--- src/rtl/mfp_uart_tx_pkg.sv ---
// rtl/mfp_uart_tx_pkg.sv - shared UART transmitter encodings and baud constants
package mfp_uart_tx_pkg;

  typedef enum logic [1:0] {
    UART_IDLE  = 2'd0,
    UART_START = 2'd1,
    UART_DATA  = 2'd2,
    UART_STOP  = 2'd3
  } uart_state_t;

  localparam int UART_CLK_HZ       = 50_000_000;
  localparam int UART_BAUD         = 115_200;
  // 50 MHz / 115200 rounds down to 434 clocks per bit
  localparam int UART_CLKS_PER_BIT = UART_CLK_HZ / UART_BAUD;

endpackage

--- src/rtl/mfp_sync_fifo.sv ---
// rtl/mfp_sync_fifo.sv - single-clock FIFO with registered full/empty flags
// Ports: clk, reset (sync, active-high); wr/wr_data push; rd pops the head
// shown on rd_data; full, empty, count reflect the stored entry count.
module mfp_sync_fifo #(
  parameter int WIDTH = 8,
  parameter int DEPTH = 16,
  parameter int CNT_W = $clog2(DEPTH) + 1
) (
  input  logic             clk,
  input  logic             reset,
  input  logic [WIDTH-1:0] wr_data,
  input  logic             wr,
  input  logic             rd,
  output logic [WIDTH-1:0] rd_data,
  output logic             full,
  output logic             empty,
  output logic [CNT_W-1:0] count
);

  localparam int AW = $clog2(DEPTH);

  logic [WIDTH-1:0] mem [DEPTH];
  logic [AW-1:0]    wr_ptr;
  logic [AW-1:0]    rd_ptr;
  logic             do_wr;
  logic             do_rd;
  logic [CNT_W-1:0] count_nxt;

  // full is the registered flag, so a write during a pop on a full FIFO is dropped
  assign do_wr   = wr && !full;
  assign do_rd   = rd && !empty;
  assign rd_data = mem[rd_ptr];

  always_comb begin
    count_nxt = count;
    if (do_wr && !do_rd) begin
      count_nxt = count + 1'b1;
    end else if (!do_wr && do_rd) begin
      count_nxt = count - 1'b1;
    end
  end

  // DEPTH is a power of two, so the pointers wrap naturally
  always_ff @(posedge clk) begin
    if (reset) begin
      wr_ptr <= '0;
      rd_ptr <= '0;
      count  <= '0;
      full   <= 1'b0;
      empty  <= 1'b1;
    end else begin
      if (do_wr) wr_ptr <= wr_ptr + 1'b1;
      if (do_rd) rd_ptr <= rd_ptr + 1'b1;
      count <= count_nxt;
      full  <= (count_nxt == CNT_W'(DEPTH));
      empty <= (count_nxt == '0);
    end
  end

  always_ff @(posedge clk) begin
    if (do_wr) mem[wr_ptr] <= wr_data;
  end

endmodule

--- src/rtl/mfp_uart_tx.sv ---
// rtl/mfp_uart_tx.sv - buffered 8N1 UART transmitter
// Ports: clk, reset (sync, active-high); tx_data/tx_wr enqueue a byte;
// ovf_clr clears the sticky tx_overflow; tx_full, tx_empty, fifo_count
// describe the queue; tx_busy covers queue and serialiser; UART_TX line out.
module mfp_uart_tx
  import mfp_uart_tx_pkg::*;
#(
  parameter int CLKS_PER_BIT = UART_CLKS_PER_BIT,
  parameter int FIFO_DEPTH   = 16,
  parameter int CNT_W        = $clog2(FIFO_DEPTH) + 1
) (
  input  logic             clk,
  input  logic             reset,
  input  logic [7:0]       tx_data,
  input  logic             tx_wr,
  input  logic             ovf_clr,
  output logic             tx_full,
  output logic             tx_empty,
  output logic             tx_busy,
  output logic             tx_overflow,
  output logic [CNT_W-1:0] fifo_count,
  output logic             UART_TX
);

  localparam logic [15:0] BAUD_LAST = 16'(CLKS_PER_BIT - 1);

  uart_state_t state;
  logic [15:0] baud_cnt;
  logic [2:0]  bit_idx;
  logic [7:0]  shift_reg;
  logic [7:0]  fifo_head;
  logic        baud_last;
  logic        pop;

  assign baud_last = (baud_cnt == BAUD_LAST);
  // Popping on the final stop cycle lets the next start bit follow with no gap
  assign pop       = !tx_empty &&
                     ((state == UART_IDLE) || (state == UART_STOP && baud_last));
  assign tx_busy   = (state != UART_IDLE) || !tx_empty;

  mfp_sync_fifo #(
    .WIDTH (8),
    .DEPTH (FIFO_DEPTH),
    .CNT_W (CNT_W)
  ) u_fifo (
    .clk     (clk),
    .reset   (reset),
    .wr_data (tx_data),
    .wr      (tx_wr),
    .rd      (pop),
    .rd_data (fifo_head),
    .full    (tx_full),
    .empty   (tx_empty),
    .count   (fifo_count)
  );

  // Set has priority over clear
  always_ff @(posedge clk) begin
    if (reset) begin
      tx_overflow <= 1'b0;
    end else if (tx_wr && tx_full) begin
      tx_overflow <= 1'b1;
    end else if (ovf_clr) begin
      tx_overflow <= 1'b0;
    end
  end

  // UART_TX is loaded with the level of the state being entered
  always_ff @(posedge clk) begin
    if (reset) begin
      state     <= UART_IDLE;
      baud_cnt  <= '0;
      bit_idx   <= '0;
      shift_reg <= '0;
      UART_TX   <= 1'b1;
    end else begin
      case (state)
        UART_IDLE: begin
          UART_TX  <= 1'b1;
          baud_cnt <= '0;
          if (pop) begin
            shift_reg <= fifo_head;
            state     <= UART_START;
            UART_TX   <= 1'b0;
          end
        end
        UART_START: begin
          if (baud_last) begin
            baud_cnt <= '0;
            bit_idx  <= '0;
            state    <= UART_DATA;
            UART_TX  <= shift_reg[0];
          end else begin
            baud_cnt <= baud_cnt + 16'd1;
          end
        end
        UART_DATA: begin
          if (baud_last) begin
            baud_cnt  <= '0;
            shift_reg <= {1'b0, shift_reg[7:1]};
            if (bit_idx == 3'd7) begin
              state   <= UART_STOP;
              UART_TX <= 1'b1;
            end else begin
              bit_idx <= bit_idx + 3'd1;
              UART_TX <= shift_reg[1];
            end
          end else begin
            baud_cnt <= baud_cnt + 16'd1;
          end
        end
        UART_STOP: begin
          if (baud_last) begin
            baud_cnt <= '0;
            if (pop) begin
              shift_reg <= fifo_head;
              state     <= UART_START;
              UART_TX   <= 1'b0;
            end else begin
              state   <= UART_IDLE;
              UART_TX <= 1'b1;
            end
          end else begin
            baud_cnt <= baud_cnt + 16'd1;
          end
        end
        default: begin
          state   <= UART_IDLE;
          UART_TX <= 1'b1;
        end
      endcase
    end
  end

endmodule
--- config.mk ---
export PLATFORM = sky130hd
export DESIGN_NAME = mfp_uart_tx
export DESIGN_NICKNAME = d
export VERILOG_FILES = /design/src/rtl/mfp_uart_tx_pkg.sv /design/src/rtl/mfp_sync_fifo.sv /design/src/rtl/mfp_uart_tx.sv
export SDC_FILE = /design/constraint.sdc
export NUM_CORES = 1
export LEC_CHECK = 0
export CORE_ASPECT_RATIO = 1.4
export CORE_MARGIN = 1.5
export CORE_UTILIZATION = 25
export DETAILED_ROUTE_END_ITERATION = 8
export GPL_ROUTABILITY_DRIVEN = 0
export GPL_TIMING_DRIVEN = 1
export RECOVER_POWER = 50
export SKIP_CTS_REPAIR_TIMING = 1
export SLEW_MARGIN = 20
export SYNTH_ARGS = -nofsm -noshare
export SYNTH_HDL_FRONTEND = slang
export SYNTH_SLANG_ARGS = --single-unit
--- constraint.sdc ---
create_clock -name clk -period 2.4 [get_ports clk]
set_clock_uncertainty 0.2 [all_clocks]
set_input_delay 0.48 -clock clk [delete_from_list [all_inputs] [get_ports clk]]
set_output_delay 0.48 -clock clk [all_outputs]
set_load 0.01 [all_outputs]
==> impl_metrics.json, run 1 <==
{
  "grt_pass1_wl_um": 22580,
  "synth_edf_count": 128,
  "h-tree-depth": 4,
  "cp.required_ps": 2490,
  "power.share.clock_pct": 32.4,
  "outcome": "finished, final reports clean",
  "hold_path.class": "reg -> reg",
  "clk_pin_slew_worst_paths_ps": 70,
  "synthMuxAreaShare_pct": 13.99,
  "synth-adder-area-share_pct": 2.841,
  "via_per_inst": 4.368,
  "leakagePower_nw": 2.883,
  "root_buffer": "clkbuf_16",
  "synth-seq-area-share_pct": 64.72,
  "grt_max_degree": 31,
  "crit_buf_inv": 1,
  "die_w_um": 149.2,
  "syn-num-nets": 508,
  "ys_async_sr_fraction_pct": 0,
  "num_rows": 74,
  "core_area_sq_um": 29350,
  "grt.overflow.total": 0,
  "synth_top_family_by_area": "multiplexers",
  "clock_latency_ps": 420,
  "yosys_warnings": 0,
  "start_util_pct": 25.51,
  "worst_pin_slew_ps": 645.8,
  "grt.total_usage_pct": 9.609,
  "final_common_cell": "edfxtp_1",
  "dieHeight_um": 207.7,
  "fmax_mhz": 434.4,
  "crit_chain": "buf_4 -> mux4_1 -> mux4_2 -> nor2b_1 -> mux2i_1 -> nor2_1",
  "cp-end-kind": "flip-flop",
  "synth_area_leader_cell": "edfxtp_1",
  "ios": 22,
  "ys_top_cells_by_area": "edfxtp_1 (51%), dfxtp_1 (13%), mux4_2 (9.9%)",
  "synth.cell_area_sq_um": 7486,
  "startpoint_type": "flip-flop",
  "cts_tree": "done",
  "grt_pass1_vias": 4086,
  "path_max_fanout": 4,
  "insertedDiodeCount": 0,
  "p_sw_share_pct": 27.84,
  "vias": 4045,
  "route.detailed.drc": 0,
  "die_area_sq_um": 31000,
  "clock_path_buffers": 2,
  "min_period_ps": 2302,
  "critical_path_class": "reg -> reg",
  "layout.nets": 562,
  "p_total_mw": 8.475,
  "dp_hpwl_um": 9768,
  "antenna_found_initial": 0,
  "avgSynthCellArea_sq_um": 15.63,
  "portBuffers": 21,
  "drv_cap": 0,
  "synth_compound_area_share_pct": 3.660,
  "yosys.cell_types.count": 51,
  "maxSlewViolCount": 0,
  "cts_buffers": 17,
  "synth_xor_area_share_pct": 2.808,
  "layout-drive-gt1-share_pct": 19.41,
  "slew-limit-headroom_pct": 56.94,
  "yosys.area_share.simple_pct": 9.527,
  "ir_drop_mv": 0.4359,
  "rsz0062_at_grt": "no",
  "yosysTopAreaCellShare_pct": 51.35,
  "antenna_left": 0,
  "comb_power_share_pct": 23.8,
  "hold_violations": 0,
  "largest_reg_flops": 128,
  "syn_to_final_growth_pct": 19.42,
  "dp_slack_ps": -175.2,
  "final_cell_mix": "edfxtp_1 (128), nor2_1 (54), dfxtp_1 (47)",
  "crit_slowest_cell": "mux4_1",
  "finalWirelength_um": 13950,
  "switchingPower_mw": 2.359,
  "drt_iter0_drc": 255,
  "ys_seq_elements": 178,
  "avgRoutedWirePerCell_um": 15.07,
  "setup_viol": 0,
  "power.density_nw_per_um2": 948.0,
  "max_stage_delay_ps": 580,
  "p_seq_share_pct": 43.8,
  "drt_pass1_iterations": 4,
  "syn_inst": 479,
  "clock_sink_count": 178,
  "timing.final.crit_share_pct": 95.92,
  "synth_ff_type": "edfxtp_1",
  "setup_slack_ps": 97.98,
  "internal_power_mw": 6.116,
  "cp.arrival_ps": 2390,
  "crit_family": "multiplexers"
}
[worst min-delay path: cells and delay by family (launching register included)]
kind | cells | cell delay, ps
flops | 1 | 330
compound gates | 2 | 110
[through the flow]
| step | setup TNS [ps] | hold slack, ps | instance area [sq um] | cells | util (%) |
|---|---|---|---|---|---|
| 2_1_floorplan | 0 | 244.9 | 7486 | 479 | - |
| 3_3_place_gp | -163.3 | 256.0 | 8349 | 893 | 28.45 |
| 3_5_place_dp | -234.0 | 262.8 | 8349 | 893 | 28.45 |
| 4_1_cts | -184.9 | 275.6 | 8934 | 925 | 30.44 |
| 5_1_grt | 0 | 284.0 | 8940 | 926 | 30.46 |
| 6_report | 0 | 268.8 | 8940 | 926 | 30.46 |
[final cells by class]
cell class | count | area [sq um]
Sequential cell | 178 | 4848
Clock buffer | 19 | 432.9
Fill cell | 2898 | 20410
Multi-Input combinational cell | 265 | 2460
Inverter | 12 | 45.04
Tap cell | 380 | 475.5
Clock inverter | 13 | 151.4
Timing Repair Buffer | 59 | 526.8
[routing by layer]
layer  GRT usage (%)  routed length, um
met5               0                  0
met4           2.970                182
met3           2.396                390
met2           16.84               7247
met1           11.43               6132
[worst paths after layout]
kind / depth (start not counted) / endpoint / slack, ps / from
min reg2reg: 2 / UART_TX / 270 / UART_TX
max: 6 / shift_reg[7] / 100 / flip-flop
max reg2reg: 6 / shift_reg[7] / 100 / flip-flop
min: 2 / UART_TX / 270 / UART_TX
[cells by family (layout without fill, tap and decap cells)]
kind of cell | Yosys count | count (layout)
compound gates | 38 | 38
xor+xnor | 24 | 24
fa+ha+maj | 17 | 17
buf+inv | 36 | 103
flops | 178 | 178
mux | 52 | 52
simple gates | 134 | 134
[cells in the mapped netlist (3+ instances only)]
cell type	n
nor2_1	54
a211oi_1	9
xnor2_1	9
and4_1	4
nand4_1	6
nand2_1	20
mux4_1	7
buf_4	4
ha_1	17
edfxtp_1	128
a21oi_1	9
o21ai_0	6
or3_1	3
buf_1	6
dfxtp_1	50
nand2b_1	9
mux4_2	33
nor3_1	9
nand3_1	9
clkbuf_1	9
xor2_1	15
inv_1	12
mux2i_1	12
[power by group through the flow]
stage          logic, mW  registers [mW]  clock network, mW
6_report            2.01            3.71               2.75
5_1_grt             2.24            3.75               2.92
4_1_cts             1.99            3.72               2.80
3_5_place_dp        1.99            3.78                  0
3_3_place_gp        1.98            3.78                  0
2_1_floorplan       1.41            3.74                  0
No activity file was read; power rests on OpenSTA's default activity.
==> run 2, diff against run 1 <==
--- a/config.mk
+++ b/config.mk
@@ -5,12 +5,15 @@
 export SDC_FILE = /design/constraint.sdc
 export NUM_CORES = 1
 export LEC_CHECK = 0
+export CELL_PAD_IN_SITES_DETAIL_PLACEMENT = 1
+export CELL_PAD_IN_SITES_GLOBAL_PLACEMENT = 1
 export CORE_ASPECT_RATIO = 1.4
 export CORE_MARGIN = 1.5
 export CORE_UTILIZATION = 25
 export DETAILED_ROUTE_END_ITERATION = 8
 export GPL_ROUTABILITY_DRIVEN = 0
 export GPL_TIMING_DRIVEN = 1
+export PLACE_DENSITY_LB_ADDON = 0.1
 export RECOVER_POWER = 50
 export SKIP_CTS_REPAIR_TIMING = 1
 export SLEW_MARGIN = 20
==> run 2 against run 1 <==
- first-iteration DRC count is 31% lower
- wire length is 23% higher
- register-to-register slack worse by 20 ps
- via count is 3.2% higher
- sequential cell count stayed put
- cell count is 0.32% higher
- critical path depth is 1 lower
- combinational power is 4% higher
- final area is 0.55% higher
- power is 1.4% higher
- hold slack worse by 5.6 ps
- global-route usage is 2.2 points higher
- largest power group unchanged
==> impl_metrics.json, run 2 (synthesis gave the netlist of run 1 again) <==
{
  "grt_pass1_wl_um": 27030,
  "ios": 22,
  "clock_path_buffers": 2,
  "clk_pin_slew_worst_paths_ps": 70,
  "maxSlewViolCount": 0,
  "cts_tree": "done",
  "h-tree-depth": 4,
  "cp.arrival_ps": 2430,
  "crit_chain": "buf_6 -> mux4_1 -> mux4_2 -> mux2i_1 -> a211oi_1",
  "grt_pass1_vias": 4625,
  "layout.nets": 565,
  "finalWirelength_um": 17170,
  "fin_area_sq_um": 8989,
  "cp-end-kind": "flip-flop",
  "clock_latency_ps": 440,
  "cp.depth": 5,
  "min_period_ps": 2321,
  "fmax_mhz": 430.9,
  "antenna_left": 0,
  "max_stage_delay_ps": 630,
  "power.density_nw_per_um2": 956.4,
  "clock_sink_count": 178,
  "grt.overflow.total": 0,
  "syn_to_final_growth_pct": 20.07,
  "drt_pass1_iterations": 4,
  "setup_viol": 0,
  "crit_buf_inv": 1,
  "final_util_pct": 30.62,
  "outcome": "finished, final reports clean",
  "num_rows": 74,
  "crit_family": "multiplexers",
  "route.detailed.drc": 0,
  "drv_cap": 0,
  "largest_reg_flops": 128,
  "worst_pin_slew_ps": 635.9,
  "hold_path.class": "reg -> reg",
  "root_buffer": "clkbuf_16",
  "timing.final.crit_share_pct": 96.71,
  "layout-drive-gt1-share_pct": 20.95,
  "reg2reg_depth": 5,
  "leakagePower_nw": 2.918,
  "die_area_sq_um": 31000,
  "final_cells": 929,
  "grt_max_degree": 33,
  "placed_area_sq_um": 8364,
  "crit_slowest_cell": "mux4_1",
  "cts_buffers": 17,
  "dp_slack_ps": -192.2,
  "portBuffers": 21,
  "grt.total_usage_pct": 11.78,
  "insertedDiodeCount": 0,
  "antenna_found_initial": 0,
  "hold-path-cell-count": 1,
  "start_util_pct": 25.51,
  "vias": 4176,
  "die_w_um": 149.2,
  "ir_drop_mv": 0.4407,
  "drt_iter0_drc": 175,
  "dp_cells": 895,
  "final_cell_mix": "edfxtp_1 (128), nor2_1 (54), dfxtp_1 (46)",
  "core_area_sq_um": 29350,
  "avgRoutedWirePerCell_um": 18.48,
  "critical_path_class": "reg -> reg",
  "path_max_fanout": 6,
  "startpoint_type": "flip-flop",
  "via_per_inst": 4.495,
  "cp.required_ps": 2510,
  "slew-limit-headroom_pct": 57.47,
  "setup_slack_ps": 79.02,
  "hold_violations": 0,
  "final_common_cell": "edfxtp_1",
  "dp_hpwl_um": 12030,
  "rsz0062_at_grt": "no",
  "dieHeight_um": 207.7
}
==> run 2: cell count changes in the layout (fill, tap and decap cells not counted), sizes merged <==
cell / change
bufinv: -1
inv: +4
buf: +4
clkdlybuf4s50: +1
clkbuf: -3
clkinv: -1
dlygate4sd3: -1
==> run 2: layout make-up <==
class / instances / area [sq um]
tap: 380 / 475.5
inverter: 12 / 45.04
clock inverter: 15 / 165.2
multi-input combinational: 265 / 2465
clock buffer: 17 / 425.4
timing repair buffer: 62 / 560.5
sequential: 178 / 4852
fill: 3037 / 20360
==> run 2: worst reg2reg max path: cells and delay by family (launching register included) <==
family | cells | cell delay [ps]
AO/OA/AOI/OAI | 1 | 80
buffers and inverters | 1 | 170
flip-flops | 1 | 420
multiplexers | 3 | 1330
==> run 2: final timing paths <==
check / startpoint / endpoint / slack (ps)
worst max register to register: flip-flop / shift_reg[0] / 80
worst min-delay path: baud_cnt[0] / baud_cnt[0] / 260
worst max-delay path: flip-flop / shift_reg[0] / 80
worst min register to register: baud_cnt[0] / baud_cnt[0] / 260
==> run 2: report_power, final <==
part           internal (mW)  switching [mW]  leakage (nW)
registers               3.52           0.201          1.56
clock network           1.48            1.30         0.284
logic                   1.04            1.05          1.07
==> run 2: stage by stage <==
step                      power (mW)  TNS [ps]  hold WS, ps
after global placement         5.844     -1626        258.1
final                          8.597         0        263.1
after floorplan                5.155         0        244.9
after CTS                      8.717    -207.3        277.7
after detailed placement       5.874     -2593        261.4
after global routing           9.065         0        288.6
==> run 2: routing by layer <==
metal / GRT usage, % / share of wire (%) / vias to the layer above
li1: - / - / 1943
met1: 13.34 / 41 / 2169
met2: 21.47 / 55 / 52
met3: 2.440 / 2.3 / 12
met4: 4.302 / 1.3 / 0
met5: 0 / 0 / -
